===== config.mk =====
export PLATFORM = sky130hd
export DESIGN_NAME = priority_encoder_sync
export DESIGN_NICKNAME = d
export VERILOG_FILES = /design/src/rtl/priority_encoder_sync.sv
export SDC_FILE = /design/constraint.sdc
export NUM_CORES = 1
export LEC_CHECK = 0
export ABC_AREA = 1
export CORE_UTILIZATION = 40
export DETAILED_ROUTE_END_ITERATION = 10
export GPL_TIMING_DRIVEN = 1
export PLACE_DENSITY = 0.67
export SETUP_SLACK_MARGIN = 0.02
export SYNTH_ARGS = -nofsm -noshare
export SYNTH_HDL_FRONTEND = slang
export SYNTH_SLANG_ARGS = --single-unit

===== constraint.sdc =====
create_clock -name CLK -period 1.7 [get_ports CLK]
set_input_delay 0.34 -clock CLK [delete_from_list [all_inputs] [get_ports CLK]]
set_output_delay 0.34 -clock CLK [all_outputs]
set_load 0.01 [all_outputs]

===== src/rtl/priority_encoder_sync.sv =====
// priority_encoder_sync
//   Registered 8-to-3 priority encoder with debounce and a VALID/ACK handshake.
//   Pairs with the 3-to-8 active-low decoder: C/B/A are active-high and can
//   drive the decoder select inputs directly.
//
//   Optional build macro ENC_INSYNC_EN: when defined, I_N and EI_N pass through
//   2-flop synchronizers (reset to all-ones), adding 2 cycles to every path.
//
// Ports
//   CLK    in   system clock, rising edge
//   RST_N  in   asynchronous active-low reset
//   EI_N   in   active-low enable
//   I_N    in   [7:0] active-low requests, bit 7 highest priority
//   ACK    in   consumer acknowledge, honoured only while VALID=1
//   C/B/A  out  qualified code bits 2/1/0
//   VALID  out  code is qualified and stable
//   GS_N   out  enabled and at least one request (active low)
//   EO_N   out  enabled and no request (active low)
module priority_encoder_sync #(
  parameter int unsigned DEBOUNCE_CYCLES = 4,
  parameter int unsigned CNT_W           = 8
) (
  input  logic       CLK,
  input  logic       RST_N,
  input  logic       EI_N,
  input  logic [7:0] I_N,
  input  logic       ACK,
  output logic       C,
  output logic       B,
  output logic       A,
  output logic       VALID,
  output logic       GS_N,
  output logic       EO_N
);

  typedef enum logic [1:0] {
    ST_IDLE    = 2'd0,
    ST_QUAL    = 2'd1,
    ST_HOLD    = 2'd2,
    ST_RELEASE = 2'd3
  } state_t;

  localparam logic [CNT_W-1:0] CNT_LAST = CNT_W'(DEBOUNCE_CYCLES - 1);

  // Index of the highest-numbered low bit; 0 when none is low (req gates use).
  function automatic logic [2:0] pcode_f(input logic [7:0] req_n);
    logic [2:0] idx;
    idx = 3'd0;
    for (int i = 0; i < 8; i++) begin
      if (!req_n[i]) begin
        idx = 3'(i);
      end
    end
    return idx;
  endfunction

  logic [7:0] i_n_s;
  logic       ei_n_s;

`ifdef ENC_INSYNC_EN
  logic [7:0] i_n_meta_q;
  logic [7:0] i_n_sync_q;
  logic       ei_n_meta_q;
  logic       ei_n_sync_q;

  // Two-stage input synchronizers; idle (all-ones) out of reset.
  always_ff @(posedge CLK or negedge RST_N) begin
    if (!RST_N) begin
      i_n_meta_q  <= 8'hFF;
      i_n_sync_q  <= 8'hFF;
      ei_n_meta_q <= 1'b1;
      ei_n_sync_q <= 1'b1;
    end else begin
      i_n_meta_q  <= I_N;
      i_n_sync_q  <= i_n_meta_q;
      ei_n_meta_q <= EI_N;
      ei_n_sync_q <= ei_n_meta_q;
    end
  end

  assign i_n_s  = i_n_sync_q;
  assign ei_n_s = ei_n_sync_q;
`else
  assign i_n_s  = I_N;
  assign ei_n_s = EI_N;
`endif

  logic       req_s;
  logic [2:0] pcode_s;

  assign req_s   = ~&i_n_s;
  assign pcode_s = pcode_f(i_n_s);

  state_t           state_q, state_d;
  logic [2:0]       cand_q, cand_d;
  logic [CNT_W-1:0] cnt_q, cnt_d;
  logic [2:0]       code_q, code_d;
  logic             valid_q, valid_d;
  logic             gs_n_q, eo_n_q;

  // Group-select / enable-out flags: a pure registered function of the inputs.
  always_ff @(posedge CLK or negedge RST_N) begin
    if (!RST_N) begin
      gs_n_q <= 1'b1;
      eo_n_q <= 1'b1;
    end else if (ei_n_s) begin
      gs_n_q <= 1'b1;
      eo_n_q <= 1'b1;
    end else if (req_s) begin
      gs_n_q <= 1'b0;
      eo_n_q <= 1'b1;
    end else begin
      gs_n_q <= 1'b1;
      eo_n_q <= 1'b0;
    end
  end

  // Handshake state machine: next state and datapath updates.
  always_comb begin
    state_d = state_q;
    cand_d  = cand_q;
    cnt_d   = cnt_q;
    code_d  = code_q;
    valid_d = valid_q;
    case (state_q)
      ST_IDLE: begin
        if (!ei_n_s && req_s) begin
          cand_d  = pcode_s;
          cnt_d   = {CNT_W{1'b0}};
          state_d = ST_QUAL;
        end else begin
          state_d = ST_IDLE;
        end
      end
      ST_QUAL: begin
        if (ei_n_s || !req_s) begin
          state_d = ST_IDLE;
        end else if (pcode_s != cand_q) begin
          // A higher (or different) line took over: restart the window on it.
          cand_d = pcode_s;
          cnt_d  = {CNT_W{1'b0}};
        end else if (cnt_q == CNT_LAST) begin
          code_d  = cand_q;
          valid_d = 1'b1;
          state_d = ST_HOLD;
        end else begin
          cnt_d = cnt_q + CNT_W'(1);
        end
      end
      ST_HOLD: begin
        // Inputs are ignored here; only the consumer can end the hold.
        if (ACK) begin
          valid_d = 1'b0;
          state_d = ST_RELEASE;
        end else begin
          valid_d = 1'b1;
        end
      end
      ST_RELEASE: begin
        // Wait for the served line to let go so it is not reported twice.
        if (i_n_s[cand_q]) begin
          state_d = ST_IDLE;
        end else begin
          state_d = ST_RELEASE;
        end
      end
      default: begin
        valid_d = 1'b0;
        state_d = ST_IDLE;
      end
    endcase
  end

  // State and datapath registers.
  always_ff @(posedge CLK or negedge RST_N) begin
    if (!RST_N) begin
      state_q <= ST_IDLE;
      cand_q  <= 3'd0;
      cnt_q   <= {CNT_W{1'b0}};
      code_q  <= 3'd0;
      valid_q <= 1'b0;
    end else begin
      state_q <= state_d;
      cand_q  <= cand_d;
      cnt_q   <= cnt_d;
      code_q  <= code_d;
      valid_q <= valid_d;
    end
  end

  assign C     = code_q[2];
  assign B     = code_q[1];
  assign A     = code_q[0];
  assign VALID = valid_q;
  assign GS_N  = gs_n_q;
  assign EO_N  = eo_n_q;

endmodule

* Word-level counts from Yosys, hierarchy flattened
Index checks and enable logic that the tools add are counted.
W data, S select, Z words.
** Word-level totals
- Register bits :: 19
- Word-level logic and storage cells :: 72
** Cells by class
- Equality and inequality tests :: 14
- Bitwise operators :: 2
- Reduce and logical (&&, ||, !) cells :: 13
- $add $sub $neg :: 1
- Mux-type cells :: 34
- Order comparisons :: 1
** Operators by type and width (count)
- $mux W8 :: 4
- $mux W3 :: 7
- $pmux W8 S2 :: 1
- $reduce_and A4 Y1 :: 4
- $mux W2 :: 7
- $ne A2 B2 Y1 const B :: 6
- $mux W1 :: 11
- $ne A3 B3 Y1 const B :: 3
- $add A8 B1 Y8 const B :: 1
- $eq A8 B2 Y1 const B :: 1
- $pmux W2 S4 :: 1
- $reduce_and A8 Y1 :: 1
- $pmux W3 S2 :: 1
- $eq A2 B2 Y1 const B :: 2
- $lt A3 B4 Y1 const B :: 1
- $reduce_bool A2 Y1 :: 2
- $bmux W1 S3 :: 1
- $ne A3 B3 Y1 :: 1
- $reduce_and A3 Y1 :: 1
- $eq A2 B1 Y1 const B :: 1
- $logic_not A1 Y1 :: 2
- $logic_not A2 Y1 :: 1
- $not A1 Y1 :: 2
- $pmux W1 S2 :: 1
- other kinds (2) :: 2

* Depth between registers and ports, before layout
Gate-level depths: netlist of the first run.
- Depth in word-level cells :: 11
- Depth in mapped cells :: 13
- Depth with buffers taken out :: 13

* Least setup slack after synthesis of the first run
No wires, ideal clock.
- Path type :: reg2reg
- From :: register cnt_q[0]
- To :: register cnt_q[0]
- Arrival time :: 1498 ps
- Setup slack :: 84 ps
- Library setup time :: 118 ps
- Clock period less this slack :: 1616 ps
- Required time :: 1582 ps
- Cell stages (with the launch flop) :: 7
- Path buffers :: 0
- Cells stage by stage :: dfrtp_1 ha_1 nand4_1 nor4_1 nand4_4 nand3_1 nand2_1
** Between the ends
- Longest elaborated chain between the ends :: 5
- Elaborated cells between the ends (all ways) :: 8
- Classes of those cells :: 1 x add/sub; 2 x eq/ne; 4 x mux; 1 x reduce/logical
** RTL lines
- from (decl) :: line 96 : logic [CNT_W-1:0] cnt_q, cnt_d;
- from (signal assigned) :: line 179 : cnt_q <= {CNT_W{1'b0}};
- from (signal assigned) :: line 185 : cnt_q <= cnt_d;
- $add A8 B1 Y8 :: line 147 : cnt_d = cnt_q + CNT_W'(1);
- $mux W8 :: line 142 : end else if (cnt_q == CNT_LAST) begin
- $mux W8 :: line 138 : end else if (pcode_s != cand_q) begin
- $mux W8 :: line 136 : if (ei_n_s || !req_s) begin
- $pmux W8 S2 :: line 125 : case (state_q)
Parallel ways exist; a longest one is shown, timed or not. The select of a mux whose other input is x is not followed.
A chain may end at the register's enable or synchronous reset.

* Worst setup path after layout of the first run
- From :: register code_q[1]
- To :: output B
** RTL lines
- from (decl) :: line 97 : logic [2:0] code_q, code_d;
- from (signal assigned) :: line 186 : code_q <= code_d;
- to (decl) :: line 29 : output logic B,
No word-level cell between the ends.

==> run_results.csv, run 1 <==
group,metric,value,unit
outcome,outcome,"completed",
placed_design,dp_hpwl,2430,um
synthesis,syn-cell-area,1290,um2
timing,max_freq,631,MHz
power,power_density,600,nW/um2
timing,slew_headroom,82.2,%
timing,hold-worst-slack,356,ps
worst_setup_path,cpLargestDelayFamily,"buffers and inverters",
grt,overflow,0,
worst_setup_path,critPathMaxFanout,2,
grt,grt_max_degree,20,
worst_setup_path,slowest_stage,"clkdlybuf4s50_1",
placed_design,pre_cts_ws,-370,ps
timing,worst_slew_pin_slew,267,ps
route,vias,1334,
timing,finalCriticalPeriod,1580,ps
synthesis,synth_warnings,0,
worst_setup_path,reg2reg_to,"cnt_q[6]",
synthesis,avgSynthCellArea,7.39,um2
synthesis,syn_inst,175,
route,vias_per_cell,5.03,
synthesis,yosysSeqAreaShare,37.0,%
route,drtIter0Drc,39,
synthesis,synth_cell_types,29,
grt,antenna_found_initial,0,
floorplanning,dieArea,3460,um2
worst_setup_path,arrival,1240,ps
worst_setup_path,cp-end-kind,"primary output",
cts,holdBufCountCts,0,
worst_setup_path,crit_required,1360,ps
flow_run,cap_viol_max_count,0,
cts,cts.sinks,19,
timing,setup_ws,116,ps
timing,hold_violations,0,
floorplanning,fp.coreArea,3050,um2
layout,drive_above_1_share,28.1,%
floorplanning,ios,18,
layout,fin_util,59.8,%
cts,clk_path_buf_depth,2,
route,dr.pass1.iters,4,
timing,rsz0062_at_grt,"no",
floorplanning,start_util,42.3,%
worst_setup_path,max_stage_delay,550,ps
layout,layout_common_cells,"43 x nand2_1, 29 x nand3_1, 26 x buf_4",
floorplanning,die_x,58.8,um
timing,finClkSkew,3.50,ps
worst_setup_path,crit_chain,"clkdlybuf4s50_1",
cts,htree_num_levels,1,
route,wl,3330,um
grt,grt_pass1_vias,1194,
cts,clk_pin_slew,110,ps
synthesis,syn_nets,188,
worst_setup_path,regToRegStartpoint,"cnt_q[0]",
layout,area_delta_synth_final,41.3,%
grt,grt_usage,20.7,%
timing,slew_violations,0,
route,wl_per_cell,12.6,um
worst_setup_path,reg2regPathDepth,7,
worst_setup_path,cp.buffers_inverters,1,
floorplanning,fp-row-count,20,
worst_setup_path,r2r_slack,130,ps
cts,clockRootBuffer,"clkbuf_4",
cts,clkLatencyLatePin,310,ps
worst_setup_path,start_kind,"flop",
grt,grt_pass1_wl,5440,um
route,final_antenna_net_count,0,
power,p_total,1.10,mW
cts,numCtsBuffers,3,
power,peakVddDrop,0.371,mV
timing,setup_viol,0,
synthesis,ys_ff_latch,19,
layout,nets,235,
route,drc,0,
power,p_leak,0.900,nW
layout,final_common_cell,"nand2_1",
worst_setup_path,crit_type,"flop to primary output",
min_path,hold_class,"primary input to async pin",
cts,tritoncts,"yes",
timing,fin_crit_sh,93.2,%
timing,finalSetupTns,0,ps
placed_design,portBuffers,17,
layout,diodes,0,
placed_design,routabilityCongestion,0.897,
floorplanning,die_y,58.8,um
power by group:
part           switching (mW)  total (mW)  internal [mW]  leakage [nW]
combinational           0.198       0.355          0.157         0.641
clock                   0.151       0.242         0.0917        0.0150
sequential             0.0266       0.498          0.472         0.243
worst max path at each step:
stage	cells after the start	to	startpoint
finish	1	B	code_q[1]
global route	10	code_q[1]	cand_q[2]
CTS	12	code_q[1]	I_N[7]
detailed placement	12	code_q[2]	I_N[5]
global placement	12	code_q[0]	I_N[5]
floorplan	6	cnt_q[0]	cnt_q[0]
state kept, by name, summed over array words and instances (netlist names):
signal,flops
cand_q,3
EO_N,1
GS_N,1
code_q,3
cnt_q,8
VALID,1
state_q,2
cell type report:
type                       instances  area (um2)
tap                               44        55.1
sequential                        19         478
fill                             279        1230
inverter                          18        70.1
multi-input combinational        136         805
timing repair buffer              44         393
clock buffer                       4        26.3
logic make-up (layout without fill, tap and decap cells):
family,after synthesis,in the layout,share of synthesized area (%)
simple gates,120,120,47.7
fa+ha+maj,1,1,0.968
mux,1,1,0.774
compound gates,8,8,3.39
buf+inv,20,66,6.10
flops,19,19,37.0
xor+xnor,6,6,4.07
routing by layer:
layer | global-route usage (%) | up-vias | routed length [um]
li1 | - | 668 | -
met1 | 30.5 | 632 | 1560
met2 | 31.2 | 29 | 1630
met3 | 2.64 | 5 | 97
met4 | 7.14 | 0 | 40
met5 | 0 | - | 0
cells in the mapped netlist:
| master | instances | area [um2] |
|---|---|---|
| nand2_1 | 49 | 184 |
| nand3_1 | 29 | 145 |
| dfrtp_1 | 17 | 425 |
| inv_1 | 17 | 63.8 |
| nor2_1 | 14 | 52.6 |
| nand2_2 | 5 | 31.3 |
| xor2_1 | 5 | 43.8 |
| nand3_2 | 4 | 40.0 |
| nor3_1 | 4 | 20.0 |
| o21ai_0 | 4 | 20.0 |
| a21oi_1 | 3 | 15.0 |
| nor2_2 | 3 | 18.8 |
| nor4_1 | 3 | 18.8 |
| dfstp_2 | 2 | 52.6 |
| nand4_1 | 2 | 12.5 |
| buf_2 | 1 | 5.00 |
| clkbuf_1 | 1 | 3.75 |
| ha_1 | 1 | 12.5 |
| inv_4 | 1 | 6.26 |
| mux2i_1 | 1 | 10.0 |
| nand2_4 | 1 | 11.3 |
| nand3b_1 | 1 | 7.51 |
| nand4_4 | 1 | 21.3 |
| nor2_4 | 1 | 11.3 |
| nor2_8 | 1 | 20.0 |
| nor3_4 | 1 | 16.3 |
| o21ai_2 | 1 | 8.76 |
| or2_2 | 1 | 6.26 |
| xnor2_1 | 1 | 8.76 |
what timing repair did:
action / CTS / global route
gates resized for setup: 8 / 17
pin swaps: 3 / 10
setup buffers: 1 / 4
setup endpoints to repair: 16 / 17
through the flow:
step	std cells	instance area [um2]
after global routing	265	1830
after floorplan	175	1290
after CTS	261	1740
final	265	1830
after detailed placement	256	1690
after global placement	256	1690
Power figures use the tool's default switching activity.
==> run 2: changes to the inputs <==
--- a/config.mk
+++ b/config.mk
@@ -6,10 +6,10 @@
 export NUM_CORES = 1
 export LEC_CHECK = 0
 export ABC_AREA = 1
-export CORE_UTILIZATION = 40
+export CORE_UTILIZATION = 30
 export DETAILED_ROUTE_END_ITERATION = 10
 export GPL_TIMING_DRIVEN = 1
-export PLACE_DENSITY = 0.67
+export PLACE_DENSITY = 0.54
 export SETUP_SLACK_MARGIN = 0.02
 export SYNTH_ARGS = -nofsm -noshare
 export SYNTH_HDL_FRONTEND = slang
==> run 2 against run 1 <==
Critical path depth rose by 6. Largest power group unchanged. Sequential power barely moved. Global-route usage fell by 5.2 points. Highest routed layer unchanged. Critical endpoint is now cnt_q[2]. Clock-buffer cell count did not move.
==> run_results.csv, run 2 (synthesis gave the netlist of run 1 again) <==
group,metric,value,unit
placed_design,dp_hpwl,2420,um
cts,clkLatencyLatePin,260,ps
floorplanning,die_x,67.6,um
layout,final_common_cell,"nand2_1",
grt,grt_max_degree,14,
timing,hold_violations,0,
placed_design,routabilityCongestion,0.865,
cts,tritoncts,"yes",
timing,finClkSkew,3.87,ps
timing,slew_violations,0,
floorplanning,fp.coreArea,4060,um2
timing,finalSetupTns,0,ps
layout,max_flop_register,"cnt_q",
cts,htree_num_levels,1,
cts,clk_pin_slew,70,ps
power,power_density,621,nW/um2
timing,slew_headroom,78.8,%
floorplanning,start_util,31.9,%
route,vias,1290,
layout,diodes,0,
power,peakVddDrop,0.300,mV
route,final_antenna_net_count,0,
worst_setup_path,arrival,1810,ps
floorplanning,fp-row-count,23,
route,drc,0,
layout,nets,232,
floorplanning,ios,18,
timing,setup_viol,0,
worst_setup_path,cp-end-kind,"flop",
route,vias_per_cell,4.81,
min_path,hold_class,"primary input to async pin",
timing,fin_crit_sh,97.2,%
timing,finalCriticalPeriod,1650,ps
grt,grt_pass1_vias,1196,
grt,gr-usage-met3,2.70,%
floorplanning,die_y,67.6,um
placed_design,portBuffers,17,
cts,holdBufCountCts,0,
flow_run,cap_viol_max_count,0,
worst_setup_path,start_kind,"flop",
timing,max_freq,605,MHz
power,p_total,1.16,mW
route,drtIter0Drc,92,
grt,overflow,0,
layout,top_regs,"cnt_q (8), cand_q (3), code_q (3)",
floorplanning,dieArea,4570,um2
grt,grt_pass1_wl,5240,um
layout,drive_above_1_share,30.3,%
route,wl,3240,um
layout,area_delta_synth_final,44.1,%
cts,cts.sinks,19,
outcome,outcome,"completed",
power,p_leak,0.881,nW
cts,clk_path_buf_depth,2,
cts,clockRootBuffer,"clkbuf_8",
grt,grt_use_met1,20.9,%
route,wl_per_cell,12.1,um
worst_setup_path,max_stage_delay,440,ps
layout,layout_common_cells,"44 x nand2_1, 22 x buf_4, 21 x nand3_1",
timing,worst_slew_pin_slew,317,ps
grt,met2_usage,23.6,%
grt,grt_usage,15.5,%
timing,hold-worst-slack,322,ps
worst_setup_path,crit_chain,"ha_4 > nand4_1 > nor4_2 > buf_4 > nand4_4 > nand3_1 > nand2_1",
grt,antenna_found_initial,0,
layout,largest_reg_flops,8,
worst_setup_path,critPathMaxFanout,8,
worst_setup_path,slowest_stage,"dfrtp_1",
worst_setup_path,crit_required,1860,ps
cts,numCtsBuffers,3,
grt,busiest_layer,"met2",
route,dr.pass1.iters,5,
worst_setup_path,crit_type,"flop to flop",
[run 2: cell types whose count changed in the layout (fill, tap and decap cells not counted), moves of 3 or more]
| cell | before | now |
|---|---|---|
| nand3_2 | 2 | 10 |
| nand3_1 | 29 | 21 |
| clkbuf_8 | 0 | 3 |
| buf_4 | 26 | 22 |
| clkbuf_4 | 3 | 0 |
[run 2: area by class of cell]
cell class                      instances  area [um2]
Inverter                               18        70.1
Fill cell                             411        2190
Timing Repair Buffer                   41         377
Clock buffer                            4        45.0
Sequential cell                        19         478
Tap cell                               50        62.6
Multi-Input combinational cell        136         831
[run 2: stage by stage]
step / cells / area (um2) / setup WS [ps] / util [%]
finish: 268 / 1860 / 48.3 / 45.9
global route: 268 / 1860 / -15.4 / 45.9
CTS: 266 / 1760 / 20.8 / 43.3
detailed placement: 261 / 1700 / -377 / 41.9
global placement: 261 / 1700 / -353 / 41.9
floorplan: 175 / 1290 / 83.8 / -
[run 2: timing repair]
action / in CTS / in global routing
buffers inserted: 1 / 2
gates cloned: 0 / 0
gates resized for setup: 6 / 24
pin swaps: 5 / 6
setup endpoints to repair: 17 / 18
[run 2: layer usage]
metal  wire length (um)  part of all wire [%]  up-vias
li1                   -                     -      656
met1               1620                    50      599
met2               1500                    46       31
met3                 78                   2.4        4
met4                 38                   1.2        0
met5                  0                     0        -
[run 2: path summary, 6_finish.rpt]
path | start | endpoint | slack [ps] | cells after the start
worst max-delay path | cnt_q[0] | cnt_q[2] | 50 | 7
worst min-delay path | RST_N | cnt_q[5] | 320 | 1
worst max register to register | cnt_q[0] | cnt_q[2] | 50 | 7
worst min register to register | code_q[2] | code_q[2] | 490 | 2
max in group asynchronous | RST_N | cand_q[2] | 890 | 2
min in group CLK | I_N[1] | EO_N | 430 | 4
[run 2: critical path, delay by kind of cell (launching register included)]
family	cells	cell delay [ps]
AND/OR/NAND/NOR	5	740
flip-flops	1	440
adder cells (fa/ha/maj)	1	180
buffers and inverters	1	180
[run 2: power by group]
part,switching (mW),internal [mW],total [mW]
clock network,0.155,0.167,0.322
registers,0.0287,0.472,0.500
logic,0.191,0.144,0.334
==> run 3: changes to the inputs <==
--- a/config.mk
+++ b/config.mk
@@ -8,6 +8,7 @@
 export ABC_AREA = 1
 export CORE_UTILIZATION = 30
 export DETAILED_ROUTE_END_ITERATION = 10
+export GPL_ROUTABILITY_DRIVEN = 0
 export GPL_TIMING_DRIVEN = 1
 export PLACE_DENSITY = 0.54
 export SETUP_SLACK_MARGIN = 0.02
==> results of run 3 <==
Final layout, timing and power as in run 2 (identical DEF).
